## config.mk

```make
export PLATFORM = sky130hd
export DESIGN_NAME = startup_sequencer
export DESIGN_NICKNAME = d
export VERILOG_FILES = /design/src/rtl/startup_sequencer.sv
export SDC_FILE = /design/constraint.sdc
export NUM_CORES = 1
export LEC_CHECK = 0
export ABC_AREA = 0
export CAP_MARGIN = 10
export CORE_ASPECT_RATIO = 0.8
export CORE_MARGIN = 4
export CORE_UTILIZATION = 35
export DETAILED_ROUTE_END_ITERATION = 8
export REMOVE_ABC_BUFFERS = 1
export SYNTH_ARGS = -nofsm -noshare
export SYNTH_HDL_FRONTEND = slang
export SYNTH_SLANG_ARGS = --single-unit
```

## constraint.sdc

```tcl
create_clock -name clk_26 -period 3 [get_ports clk_26]
set_input_delay 0.3 -clock clk_26 [delete_from_list [all_inputs] [get_ports clk_26]]
set_output_delay 0.3 -clock clk_26 [all_outputs]
set_load 0.005 [all_outputs]
```

## src/rtl/startup_sequencer.sv

```systemverilog
// Power-up reset sequencer on the raw board clock: qualifies PLL lock, then releases the
// downstream reset domains one at a time, optionally waiting for each domain's ready ack.
module startup_sequencer #(
   parameter int unsigned       STAGES      = 3,
   parameter int unsigned       LOCK_FILTER = 16,
   parameter int unsigned       STAGE_DELAY = 256,
   parameter int unsigned       TIMEOUT     = 65536,
   parameter logic [STAGES-1:0] ACK_MASK    = {STAGES{1'b0}},
   parameter int unsigned       FLASH_BITS  = 24
) (
   input  logic              clk_26,
   input  logic              rst_n,
   input  logic              lock_i,
   input  logic [STAGES-1:0] ack_i,
   input  logic              restart_i,
   output logic [STAGES-1:0] enable_o,
   output logic [2:0]        state_o,
   output logic [2:0]        stage_o,
   output logic              fault_o,
   output logic              led_o
);

   localparam int unsigned FILT_W = $clog2(LOCK_FILTER) + 1;
   localparam int unsigned DLY_W  = $clog2(STAGE_DELAY) + 1;
   localparam int unsigned TO_W   = $clog2(TIMEOUT) + 1;

   localparam logic [FILT_W-1:0] FILT_LAST  = FILT_W'(LOCK_FILTER - 1);
   localparam logic [DLY_W-1:0]  DLY_LAST   = DLY_W'(STAGE_DELAY - 1);
   localparam logic [TO_W-1:0]   TO_LAST    = TO_W'(TIMEOUT - 1);
   localparam logic [2:0]        STAGE_LAST = 3'(STAGES - 1);

   typedef enum logic [2:0] {
      StReset    = 3'd0,
      StWaitLock = 3'd1,
      StDelay    = 3'd2,
      StWaitAck  = 3'd3,
      StRun      = 3'd4,
      StFault    = 3'd5
   } state_t;

   state_t            state;
   logic              lock_meta;
   logic              lock_s;
   logic [STAGES-1:0] ack_meta;
   logic [STAGES-1:0] ack_s;
   logic [FILT_W-1:0] filt;
   logic [DLY_W-1:0]  dly;
   logic [TO_W-1:0]   tmo;
   logic [2:0]        stage;
   logic [STAGES-1:0] enable;
   logic [STAGES-1:0] stage_bit;
   logic              fault;
   logic              led;
   logic [FLASH_BITS-1:0] flash;
   logic              lock_lost;
   logic              stage_done;

   assign stage_bit  = STAGES'(1) << stage;
   assign lock_lost  = !lock_s && (state == StDelay || state == StWaitAck || state == StRun);
   // A stage without an ack requirement is done as soon as it is enabled.
   assign stage_done = ((ACK_MASK & stage_bit) == '0) || ((ack_s & stage_bit) != '0);

   always_ff @(posedge clk_26) begin
      if (!rst_n) begin
         lock_meta <= 1'b0;
         lock_s    <= 1'b0;
         ack_meta  <= '0;
         ack_s     <= '0;
      end else begin
         lock_meta <= lock_i;
         lock_s    <= lock_meta;
         ack_meta  <= ack_i;
         ack_s     <= ack_meta;
      end
   end

   always_ff @(posedge clk_26) begin
      if (!rst_n) begin
         flash <= '0;
      end else begin
         flash <= flash + 1'b1;
      end
   end

   always_ff @(posedge clk_26) begin
      if (!rst_n) begin
         state  <= StReset;
         stage  <= '0;
         filt   <= '0;
         dly    <= '0;
         tmo    <= '0;
         enable <= '0;
         fault  <= 1'b0;
         led    <= 1'b0;
      end else begin
         case (state)
            StDelay, StWaitAck: led <= flash[FLASH_BITS-1];
            StRun:              led <= 1'b1;
            StFault:            led <= flash[FLASH_BITS-3];
            default:            led <= 1'b0;
         endcase

         if (lock_lost || (restart_i && state != StReset)) begin
            state  <= StWaitLock;
            stage  <= '0;
            filt   <= '0;
            enable <= '0;
            fault  <= 1'b0;
         end else begin
            case (state)
               StReset: begin
                  state <= StWaitLock;
               end
               StWaitLock: begin
                  if (!lock_s) begin
                     filt <= '0;
                  end else if (filt == FILT_LAST) begin
                     state <= StDelay;
                     stage <= '0;
                     dly   <= '0;
                     filt  <= '0;
                  end else if (filt != '1) begin
                     filt <= filt + 1'b1;
                  end
               end
               StDelay: begin
                  if (dly == DLY_LAST) begin
                     enable <= enable | stage_bit;
                     tmo    <= '0;
                     state  <= StWaitAck;
                  end else if (dly != '1) begin
                     dly <= dly + 1'b1;
                  end
               end
               StWaitAck: begin
                  // An ack arriving on the time-out cycle still counts.
                  if (stage_done) begin
                     if (stage == STAGE_LAST) begin
                        state <= StRun;
                     end else begin
                        stage <= stage + 3'd1;
                        dly   <= '0;
                        state <= StDelay;
                     end
                  end else if (TIMEOUT != 0 && tmo == TO_LAST) begin
                     state  <= StFault;
                     fault  <= 1'b1;
                     enable <= '0;
                  end else if (tmo != '1) begin
                     tmo <= tmo + 1'b1;
                  end
               end
               StRun, StFault: begin
                  state <= state;
               end
               default: begin
                  state <= StReset;
               end
            endcase
         end
      end
   end

   assign enable_o = enable;
   assign state_o  = state;
   assign stage_o  = stage;
   assign fault_o  = fault;
   assign led_o    = led;

endmodule

```

==> results.txt, run 1 <==
Outcome -> finished, final reports clean
Total grt overflow -> 0
Fin nets -> 310
Starting Density -> 0.359
Avg WL per Cell -> 12.5 µm
Crit path max-delay family -> simple AND/OR/NAND/NOR gates
R2r startpoint -> dly[0]$_SDFFE_PN0P_
Cell mode on critical path -> and3_1
R2R depth -> 10
Slowest stage delay, CP -> 0.53 ns
Critical Path Sink -> dly[0]$_SDFFE_PN0P_
Vias -> 1937
# hold bufs at CTS -> 0
Leak -> 0.984 nW
Number of global-route vias before repair -> 1900
Pwr dens -> 584 nW/µm²
First-pass GRT wire length -> 8510 µm
Worst Skew -> 0.00593 ns
Max-slew violations -> 0
Total stage count of the critical path -> 10
Min Tclk post-route -> 2.64 ns
Max-cap violations -> 0
Cells after synthesis -> 285
Startpoint types -> flop
Final setup fails -> 0
Worst Tran Pin Value -> 0.561 ns
Placed insts -> 371
Largest net degree at the start of global routing -> 21
H-tree levels -> 2
Clk pin slew, worst setup/hold paths -> 0.09 ns
Area added between synthesis and finish -> 11.3%
Worst Path Required -> 3.21 ns
Drt via density -> 5.11
Core Region -> 6890 µm²
Fin crit share -> 0.879
Chip Width -> 102 µm
Layout cells sized above 1 -> 0.0479
CTS tree -> done
Non-filler cells, final -> 379
Top cell type's share of synthesized area -> 0.404
Final HPWL DP -> 3260 µm
Postcts setup bufs -> 0
Worst vdd ir -> 0.223 mV
Worst rel slew slack -> 0.622
Yosys warning total -> 0
RSZ-0062 raised after global routing -> false
Peak Freq -> 379 MHz
Worst setup path start -> dly[0]$_SDFFE_PN0P_
Yosys cell types -> 48
Area leader, netlist -> dfxtp_1
Post-route ant nets -> 0
CP max-delay cell -> or3_1
CP Cell Sequence -> ha_1 -> and3_1 -> and3_1 -> and3_1 -> ha_1 -> nor2_1 -> o31a_1 -> o21ai_1 -> or3_1 -> o31ai_1
Initial antenna violation count -> 0
# diodes -> 0
Routability congestion estimate -> 0.786
Die Y -> 83.3 µm
Hold/Removal Path Class -> flop to flop
CP Class -> flop to flop
FF+latch count, synth -> 50
Gr usage total -> 0.122
Port Buffers -> 13
Post-synth ARST share -> 0
Final TNS setup -> 0 ns
Critical path buffers and inverters -> 0
Root Buffer -> clkbuf_8
CTS buffer count -> 5
Average size of a mapped cell -> 8.69 µm²
Final Hold Viols -> 0
Clk_lat worst skew -> 0.30 ns
Pwr Total -> 1.61 mW
Seq/Total Area, Yosys -> 0.404
Resized cells post-CTS -> 0
Worst setup EP type -> flop
Post-route DRC -> 0
Final core occ -> 0.400
Number of fill cells -> 697
Clock Tree Buf Depth -> 2
Total clock sinks -> 50
I/O pin count -> 18
Crit path max fanout -> 7
Die Area -> 8500 µm²
R2R Setup Slk -> 0.36 ns
Synth area leaders -> dfxtp_1, nor2_1, ha_1, xor2_1, xnor2_1
Post-synth EDFFs -> 0
Row cnt -> 27
Initial drt markers -> 69
Routed WL -> 4760 µm
Worst R2R End -> dly[0]$_SDFFE_PN0P_
WP data arrival -> 2.84 ns
Synth Flop Type -> dfxtp_1
DRT Pass-1 Iters -> 4
Post-synthesis cell area -> 2480 µm²
kinds of logic after synthesis:
| group | after synthesis | share of synthesized area |
|---|---|---|
| AND/OR/NAND/NOR | 125 | 0.271 |
| AO/OA/AOI/OAI | 46 | 0.124 |
| multiplexers | 2 | 0.00808 |
| XOR/XNOR | 23 | 0.0813 |
| buffers and inverters | 26 | 0.0495 |
| other | 1 | 0.00151 |
| flip-flops | 50 | 0.404 |
| adder cells (fa/ha/maj) | 12 | 0.0606 |
area by class of cell:
| type | instances | area [µm²] | share of cell area |
|---|---|---|---|
| inverter | 9 | 33.8 | 0.0123 |
| timing repair buffer | 16 | 153 | 0.0554 |
| clock buffer | 7 | 76.3 | 0.0277 |
| sequential | 50 | 1000 | 0.363 |
| clock inverter | 1 | 30.0 | 0.0109 |
| multi-input combinational | 209 | 1350 | 0.491 |
| tap | 87 | 109 | 0.0395 |
worst min path at each step:
| stage | slack [ns] | from | to | cells after the start |
|---|---|---|---|---|
| floorplan | 0.41 | lock_meta$_SDFF_PN0_ | lock_s$_SDFF_PN0_ | 1 |
| global placement | 0.44 | flash[0]$_SDFF_PN0_ | flash[0]$_SDFF_PN0_ | 1 |
| detailed placement | 0.42 | lock_meta$_SDFF_PN0_ | lock_s$_SDFF_PN0_ | 1 |
| CTS | 0.45 | lock_meta$_SDFF_PN0_ | lock_s$_SDFF_PN0_ | 1 |
| global route | 0.46 | lock_meta$_SDFF_PN0_ | lock_s$_SDFF_PN0_ | 1 |
| finish | 0.44 | lock_meta$_SDFF_PN0_ | lock_s$_SDFF_PN0_ | 1 |
worst register-to-register path: cells and delay by family (launching register included):
family	cells	cell delay [ns]
flops	1	0.34
compound gates	3	0.50
simple gates	5	1.27
fa+ha+maj	2	0.44
cells in the mapped netlist, drive strengths merged, types with 3 or more instances:
library cell	number
a21oi	10
and2	4
and3	9
and4	5
buf	8
clkbuf	9
dfxtp	50
ha	12
inv	8
nand2	14
nand2b	3
nand3	10
nand3b	6
nand4	9
nor2	42
nor3	6
o21ai	16
o311ai	6
or3	5
or4	3
xnor2	9
xor2	14
registers in the layout (all words and copies together), names as in the netlist:
name / count
enable_o: 3
stage_o: 3
led_o: 1
filt: 5
lock_meta: 1
dly: 9
lock_s: 1
flash: 24
state_o: 3
through the flow:
stage | instance area (µm²) | setup slack (ns) | hold slack (ns)
2_1_floorplan | 2390 | 0.588 | 0.412
3_5_place_dp | 2650 | 0.366 | 0.423
6_report | 2760 | 0.363 | 0.440
4_1_cts | 2760 | 0.342 | 0.446
5_1_grt | 2760 | 0.165 | 0.462
3_3_place_gp | 2650 | 0.416 | 0.440
per-layer routing:
layer / GRT usage / up-vias / wire [µm]
met5: 0 / - / 0
met4: 0.0513 / 0 / 64
met3: 0.0252 / 7 / 141
met2: 0.181 / 21 / 2060
met1: 0.169 / 893 / 2490
li1: - / 1016 / -
report_power, final:
part           internal, mW  switching, mW  total (mW)
sequential            0.684         0.0541       0.738
clock                 0.250          0.218       0.468
combinational         0.157          0.245       0.402
total                  1.09          0.518        1.61
placed cells by master, fill, tap and decap left out, drive strengths merged, types with 6 or more instances in the layout:
cell and instances:
clkdlybuf4s50 13, clkbuf 7, ha 12, nand3b 6, nor2 42, inv 8, xnor2 9, nor3 6
o21ai 16, xor2 14, a21oi 10, nand4 9, and3 9, o311ai 6, nand3 10, nand2 14
dfxtp 50
Note: power is estimated with default switching activity, not from simulation.
==> run 2: changes to the inputs <==
--- a/config.mk
+++ b/config.mk
@@ -7,10 +7,14 @@
 export LEC_CHECK = 0
 export ABC_AREA = 0
 export CAP_MARGIN = 10
+export CELL_PAD_IN_SITES_DETAIL_PLACEMENT = 0
+export CELL_PAD_IN_SITES_GLOBAL_PLACEMENT = 2
 export CORE_ASPECT_RATIO = 0.8
 export CORE_MARGIN = 4
 export CORE_UTILIZATION = 35
 export DETAILED_ROUTE_END_ITERATION = 8
+export MAX_ROUTING_LAYER = met4
+export PLACE_DENSITY_LB_ADDON = 0.1
 export REMOVE_ABC_BUFFERS = 1
 export SYNTH_ARGS = -nofsm -noshare
 export SYNTH_HDL_FRONTEND = slang
==> run 2 against run 1 <==
Hold slack got worse by 0.0076 ns. First-iteration DRC count increased by 19%. Routed wire length increased by 9.9%. Sequential cell count unchanged. Largest power group unchanged. Highest routed layer unchanged. Sequential power about the same. Count of clock-buffer cells in the layout increased by 1. Design area increased by 0.41%. Setup slack improved by 0.023 ns. Critical path depth increased by 1. Register-to-register slack improved by 0.02 ns. Global-route usage increased by 0.83 points. Fmax increased by 0.89%.
==> results.txt, run 2 (same netlist as run 1, synthesis figures left out) <==
Number of global-route vias before repair -> 1792 (-5.7%)
Row cnt -> 27 (unchanged)
Total clock sinks -> 50 (unchanged)
Root Buffer -> clkbuf_8
Die Area -> 8500 µm² (unchanged)
Startpoint types -> flop
Worst Path Required -> 3.23 ns (+0.02 ns)
Gr usage total -> 0.130 (+0.00832)
Port Buffers -> 13 (unchanged)
Avg WL per Cell -> 13.7 µm (+9.6%)
Post-route DRC -> 0 (unchanged)
Die Y -> 83.3 µm (unchanged)
Max-slew violations -> 0 (unchanged)
# hold bufs at CTS -> 0 (unchanged)
CTS buffer count -> 5 (unchanged)
Peak Freq -> 383 MHz (+0.89%)
Core Region -> 6890 µm² (unchanged)
Most frequent cells in the layout -> dfxtp_1, nor2_1, xor2_1, nand2_1, clkdlybuf4s50_1
Starting Density -> 0.359 (unchanged)
Final setup fails -> 0 (unchanged)
Worst rel slew slack -> 0.628 (+0.00576)
Layout cells sized above 1 -> 0.0580 (+0.0101)
Worst vdd ir -> 0.204 mV (-8.6%)
Min Tclk post-route -> 2.61 ns (-0.0233 ns)
Most flops, register -> flash
Hold/Removal Path Class -> flop to flop
# diodes -> 0 (unchanged)
Pwr dens -> 587 nW/µm² (+0.65%)
Leak -> 0.993 nW (+0.99%)
Initial drt markers -> 82 (+19%)
Chip Width -> 102 µm (unchanged)
Initial antenna violation count -> 0 (unchanged)
CP Class -> flop to flop
Worst setup EP type -> flop
Final Hold Viols -> 0 (unchanged)
Largest regs -> flash: 24 flops, dly: 9 flops, filt: 5 flops
Fin nets -> 311 (+0.32%)
Register area -> 1000 µm² (unchanged)
Postcts setup bufs -> 0 (unchanged)
Final core occ -> 0.402 (+0.00163)
Drt via density -> 5.09 (-0.31%)
RSZ-0062 raised after global routing -> false
Routed WL -> 5220 µm (+9.9%)
Clk pin slew, worst setup/hold paths -> 0.09 ns (about the same)
Max FFs per register -> 24 (unchanged)
H-tree levels -> 2 (unchanged)
Vias -> 1936 (-0.052%)
Outcome -> finished, final reports clean
Max-cap violations -> 0 (unchanged)
Worst Tran Pin Value -> 0.552 ns (-0.00855 ns)
CTS tree -> done
Resized cells post-CTS -> 0 (unchanged)
Post-route ant nets -> 0 (unchanged)
Worst Skew -> 0.00763 ns (+0.00169 ns)
I/O pin count -> 18 (unchanged)
Number of fill cells -> 704 (+1.0%)
Footprint of the multi-input gates -> 1350 µm² (unchanged)
Final TNS setup -> 0 ns (unchanged)
DRT Pass-1 Iters -> 4 (unchanged)
Largest net degree at the start of global routing -> 21 (unchanged)
Crit path max fanout -> 6 (-1)
Final HPWL DP -> 3640 µm (+12%)
Clock Tree Buf Depth -> 2 (unchanged)
Fin crit share -> 0.871 (-0.00775)
WP data arrival -> 2.84 ns (about the same)
Routability congestion estimate -> 0.731 (-7.0%)
Area added between synthesis and finish -> 11.7%
Most common cell after layout, fill and taps aside -> dfxtp_1
Clk_lat worst skew -> 0.30 ns (about the same)
First-pass GRT wire length -> 8780 µm (+3.2%)
Total grt overflow -> 0 (unchanged)
## run 2: changes by cell type in the layout (fill, tap and decap cells not counted)
cell | before | now
buf_4 | 3 | 4
bufinv_16 | 1 | 0
clkbuf_1 | 2 | 0
clkbuf_8 | 5 | 8
## run 2: area by class of cell
type                    count  area share
well taps                  87      0.0393
clock buffers               8      0.0398
flip-flops and latches     50       0.362
repair buffers             17      0.0579
inverters                   9      0.0122
multi-input cells         209       0.489
## run 2: worst paths after layout
check                       start                   to  slack [ns]  cells after the start
max           dly[0]$_SDFFE_PN0P_  dly[1]$_SDFFE_PN0P_        0.39                     11
min          lock_meta$_SDFF_PN0_    lock_s$_SDFF_PN0_        0.43                      1
max reg2reg   dly[0]$_SDFFE_PN0P_  dly[1]$_SDFFE_PN0P_        0.39                     11
min reg2reg  lock_meta$_SDFF_PN0_    lock_s$_SDFF_PN0_        0.43                      1
## run 2: per-layer routing
layer / part of all wire / track usage / routed length [µm] / vias up
met5: 0 / - / 0 / -
met2: 0.40 / 0.174 / 2100 / 22
met1: 0.55 / 0.193 / 2880 / 891
li1: - / - / - / 1018
met3: 0.034 / 0.0302 / 179 / 5
met4: 0.011 / 0.0358 / 59 / 0
## run 2: power breakdown
| group | switching [mW] | internal [mW] |
|---|---|---|
| Sequential | 0.0557 | 0.684 |
| Clock | 0.224 | 0.233 |
| Combinational | 0.259 | 0.170 |
## run 2: metrics by stage
| stage | worst slack, ns | cells | hold WS, ns | cell area (µm²) | total power, mW |
|---|---|---|---|---|---|
| finish | 0.386 | 380 | 0.432 | 2770 | 1.63 |
| global route | 0.172 | 380 | 0.452 | 2770 | 1.73 |
| CTS | 0.358 | 380 | 0.439 | 2770 | 1.65 |
| detailed placement | 0.376 | 372 | 0.422 | 2660 | 1.19 |
| global placement | 0.407 | 372 | 0.418 | 2660 | 1.19 |
| floorplan | 0.588 | 268 | 0.412 | 2390 | 1.01 |
## run 2: worst max-delay path, stage by stage (launching register included)
cell	delay [ns]
dfxtp_1	0.34
ha_1	0.24
and3_1	0.22
and3_1	0.21
and3_1	0.21
ha_1	0.21
nor2_1	0.11
o31a_1	0.12
o21ai_1	0.10
buf_4	0.18
or4_1	0.47
a21oi_1	0.15
==> run 3: changes to the inputs <==
--- a/config.mk
+++ b/config.mk
@@ -13,9 +13,12 @@
 export CORE_MARGIN = 4
 export CORE_UTILIZATION = 35
 export DETAILED_ROUTE_END_ITERATION = 8
+export GPL_ROUTABILITY_DRIVEN = 0
+export GPL_TIMING_DRIVEN = 0
 export MAX_ROUTING_LAYER = met4
 export PLACE_DENSITY_LB_ADDON = 0.1
 export REMOVE_ABC_BUFFERS = 1
+export SLEW_MARGIN = 20
 export SYNTH_ARGS = -nofsm -noshare
 export SYNTH_HDL_FRONTEND = slang
 export SYNTH_SLANG_ARGS = --single-unit
==> run 3 against run 2 <==
Critical path type unchanged. Power decreased by 4.3%. Via count decreased by 0.10%. Largest power group unchanged. Critical path depth decreased by 1. Routed wire length decreased by 1.0%. Sequential cell count unchanged.
==> results.txt, run 3 (same netlist as run 1, synthesis figures left out) <==
Gr usage total -> 0.132 (+0.00150)
Slowest stage delay, CP -> 0.38 ns (-0.09 ns)
I/O pin count -> 18 (unchanged)
Core Region -> 6890 µm² (unchanged)
Max-slew violations -> 0 (unchanged)
Die Y -> 83.3 µm (unchanged)
Total clock sinks -> 50 (unchanged)
R2R Setup Slk -> 0.31 ns (-0.07 ns)
Final TNS setup -> 0 ns (unchanged)
Final worst setup slack -> 0.312 ns (-0.0740 ns)
Initial drt markers -> 84 (+2.4%)
Clk pin slew, worst setup/hold paths -> 0.09 ns (about the same)
Die Area -> 8500 µm² (unchanged)
Footprint of the multi-input gates -> 1360 µm² (+0.28%)
# hold bufs at CTS -> 0 (unchanged)
Worst setup EP type -> flop
Chip Width -> 102 µm (unchanged)
CP Cell Sequence -> ha_1 -> and3_1 -> and3_1 -> and3_1 -> ha_1 -> nor2_1 -> o31a_1 -> o21ai_2 -> or3_1 -> o21ai_1
Number of global-route vias before repair -> 1762 (-1.7%)
Hold/Removal Path Class -> flop to flop
Final Hold Viols -> 0 (unchanged)
Worst Path Required -> 3.18 ns (-0.05 ns)
Max FFs per register -> 24 (unchanged)
Drt via density -> 5.14 (+0.96%)
Crit path max fanout -> 12 (+6)
Critical Path Sink -> dly[3]$_SDFFE_PN0P_
First-pass GRT wire length -> 8800 µm (+0.16%)
Largest regs -> flash: 24 flops, dly: 9 flops, filt: 5 flops
Resized cells post-CTS -> 0 (unchanged)
Most frequent cells in the layout -> dfxtp_1, nor2_1, xor2_1, nand2_1, clkdlybuf4s50_1
Pwr dens -> 571 nW/µm² (-2.8%)
CP max-delay cell -> dfxtp_1
Worst R2R End -> dly[3]$_SDFFE_PN0P_
Row cnt -> 27 (unchanged)
Final HPWL DP -> 3550 µm (-2.6%)
Clk_lat worst skew -> 0.30 ns (about the same)
CTS tree -> done
Max-cap violations -> 0 (unchanged)
Setup WS pre-CTS -> 0.123 ns (-0.253 ns)
Post-route DRC -> 0 (unchanged)
Most flops, register -> flash
CP Class -> flop to flop
Cell mode on critical path -> and3_1
Final setup fails -> 0 (unchanged)
Layout cells sized above 1 -> 0.0484 (-0.00958)
Fin nets -> 307 (-1.3%)
Final instance area -> 2730 µm² (-1.5%)
Postcts setup bufs -> 0 (unchanged)
Worst setup path start -> dly[0]$_SDFFE_PN0P_
Register area -> 1000 µm² (unchanged)
Avg WL per Cell -> 13.8 µm (about the same)
Starting Density -> 0.359 (unchanged)
Area added between synthesis and finish -> 10.1%
H-tree levels -> 2 (unchanged)
Outcome -> finished, final reports clean
Leak -> 0.965 nW (-2.8%)
Placed Area -> 2630 µm² (-1.1%)
# diodes -> 0 (unchanged)
Startpoint types -> flop
Port Buffers -> 13 (unchanged)
Worst rel slew slack -> 0.462 (-0.166)
Clock Tree Buf Depth -> 2 (unchanged)
Min Tclk post-route -> 2.69 ns (+0.0740 ns)
RSZ-0062 raised after global routing -> false
WP data arrival -> 2.87 ns (+0.03 ns)
Number of fill cells -> 751 (+6.7%)
Total grt overflow -> 0 (unchanged)
Vias -> 1934 (-0.10%)
R2R depth -> 10 (-1)
Fin crit share -> 0.896 (+0.0247)
Worst vdd ir -> 0.194 mV (-4.8%)
Largest net degree at the start of global routing -> 27 (+29%)
Peak Freq -> 372 MHz (-2.8%)
R2r startpoint -> dly[0]$_SDFFE_PN0P_
Routed WL -> 5170 µm (-1.0%)
CTS buffer count -> 5 (unchanged)
Initial antenna violation count -> 0 (unchanged)
Post-route ant nets -> 0 (unchanged)
Most common cell after layout, fill and taps aside -> dfxtp_1
Worst Skew -> 0.00627 ns (-0.00136 ns)
Root Buffer -> clkbuf_8
Worst Tran Pin Value -> 0.802 ns (+0.250 ns)
DRT Pass-1 Iters -> 4 (unchanged)
run 3: report_power, final:
part	switching (mW)	leakage, nW	internal, mW
sequential	0.0547	0.404	0.684
clock	0.230	0.0472	0.186
combinational	0.254	0.514	0.146
total	0.539	0.965	1.02
run 3: metal layers:
layer	vias to the layer above	wire, µm	global-route usage
met3	5	189	0.0344
met4	0	42	0.0322
met2	29	2030	0.164
met5	-	0	-
li1	1002	-	-
met1	898	2910	0.205
run 3: how the worst min path moves through the flow:
stage	slack (ns)	from	end	cells after the start
global route	0.48	lock_meta$_SDFF_PN0_	lock_s$_SDFF_PN0_	1
detailed placement	0.44	lock_meta$_SDFF_PN0_	lock_s$_SDFF_PN0_	1
finish	0.45	lock_meta$_SDFF_PN0_	lock_s$_SDFF_PN0_	1
CTS	0.46	lock_meta$_SDFF_PN0_	lock_s$_SDFF_PN0_	1
global placement	0.42	lock_meta$_SDFF_PN0_	lock_s$_SDFF_PN0_	1
floorplan	0.41	lock_meta$_SDFF_PN0_	lock_s$_SDFF_PN0_	1
run 3: through the flow:
step                      instances  hold slack (ns)  power, mW  utilization
after global placement          368            0.421       1.16        0.381
after CTS                       376            0.457       1.58        0.395
final                           376            0.446       1.56        0.396
after global routing            376            0.478       1.67        0.396
after floorplan                 268            0.412       1.01            -
after detailed placement        368            0.438       1.15        0.381
run 3: area by class of cell:
cell class	instances	area share
Clock buffer	6	0.0303
Clock inverter	2	0.00459
Inverter	9	0.0124
Multi-Input combinational cell	209	0.498
Sequential cell	50	0.367
Tap cell	87	0.0399
Timing Repair Buffer	13	0.0477
run 3: worst max-delay path, delay by kind of cell (launching register included):
family          cells  cell delay, ns
flops               1            0.38
simple gates        5            1.05
fa+ha+maj           2            0.41
compound gates      3            0.73
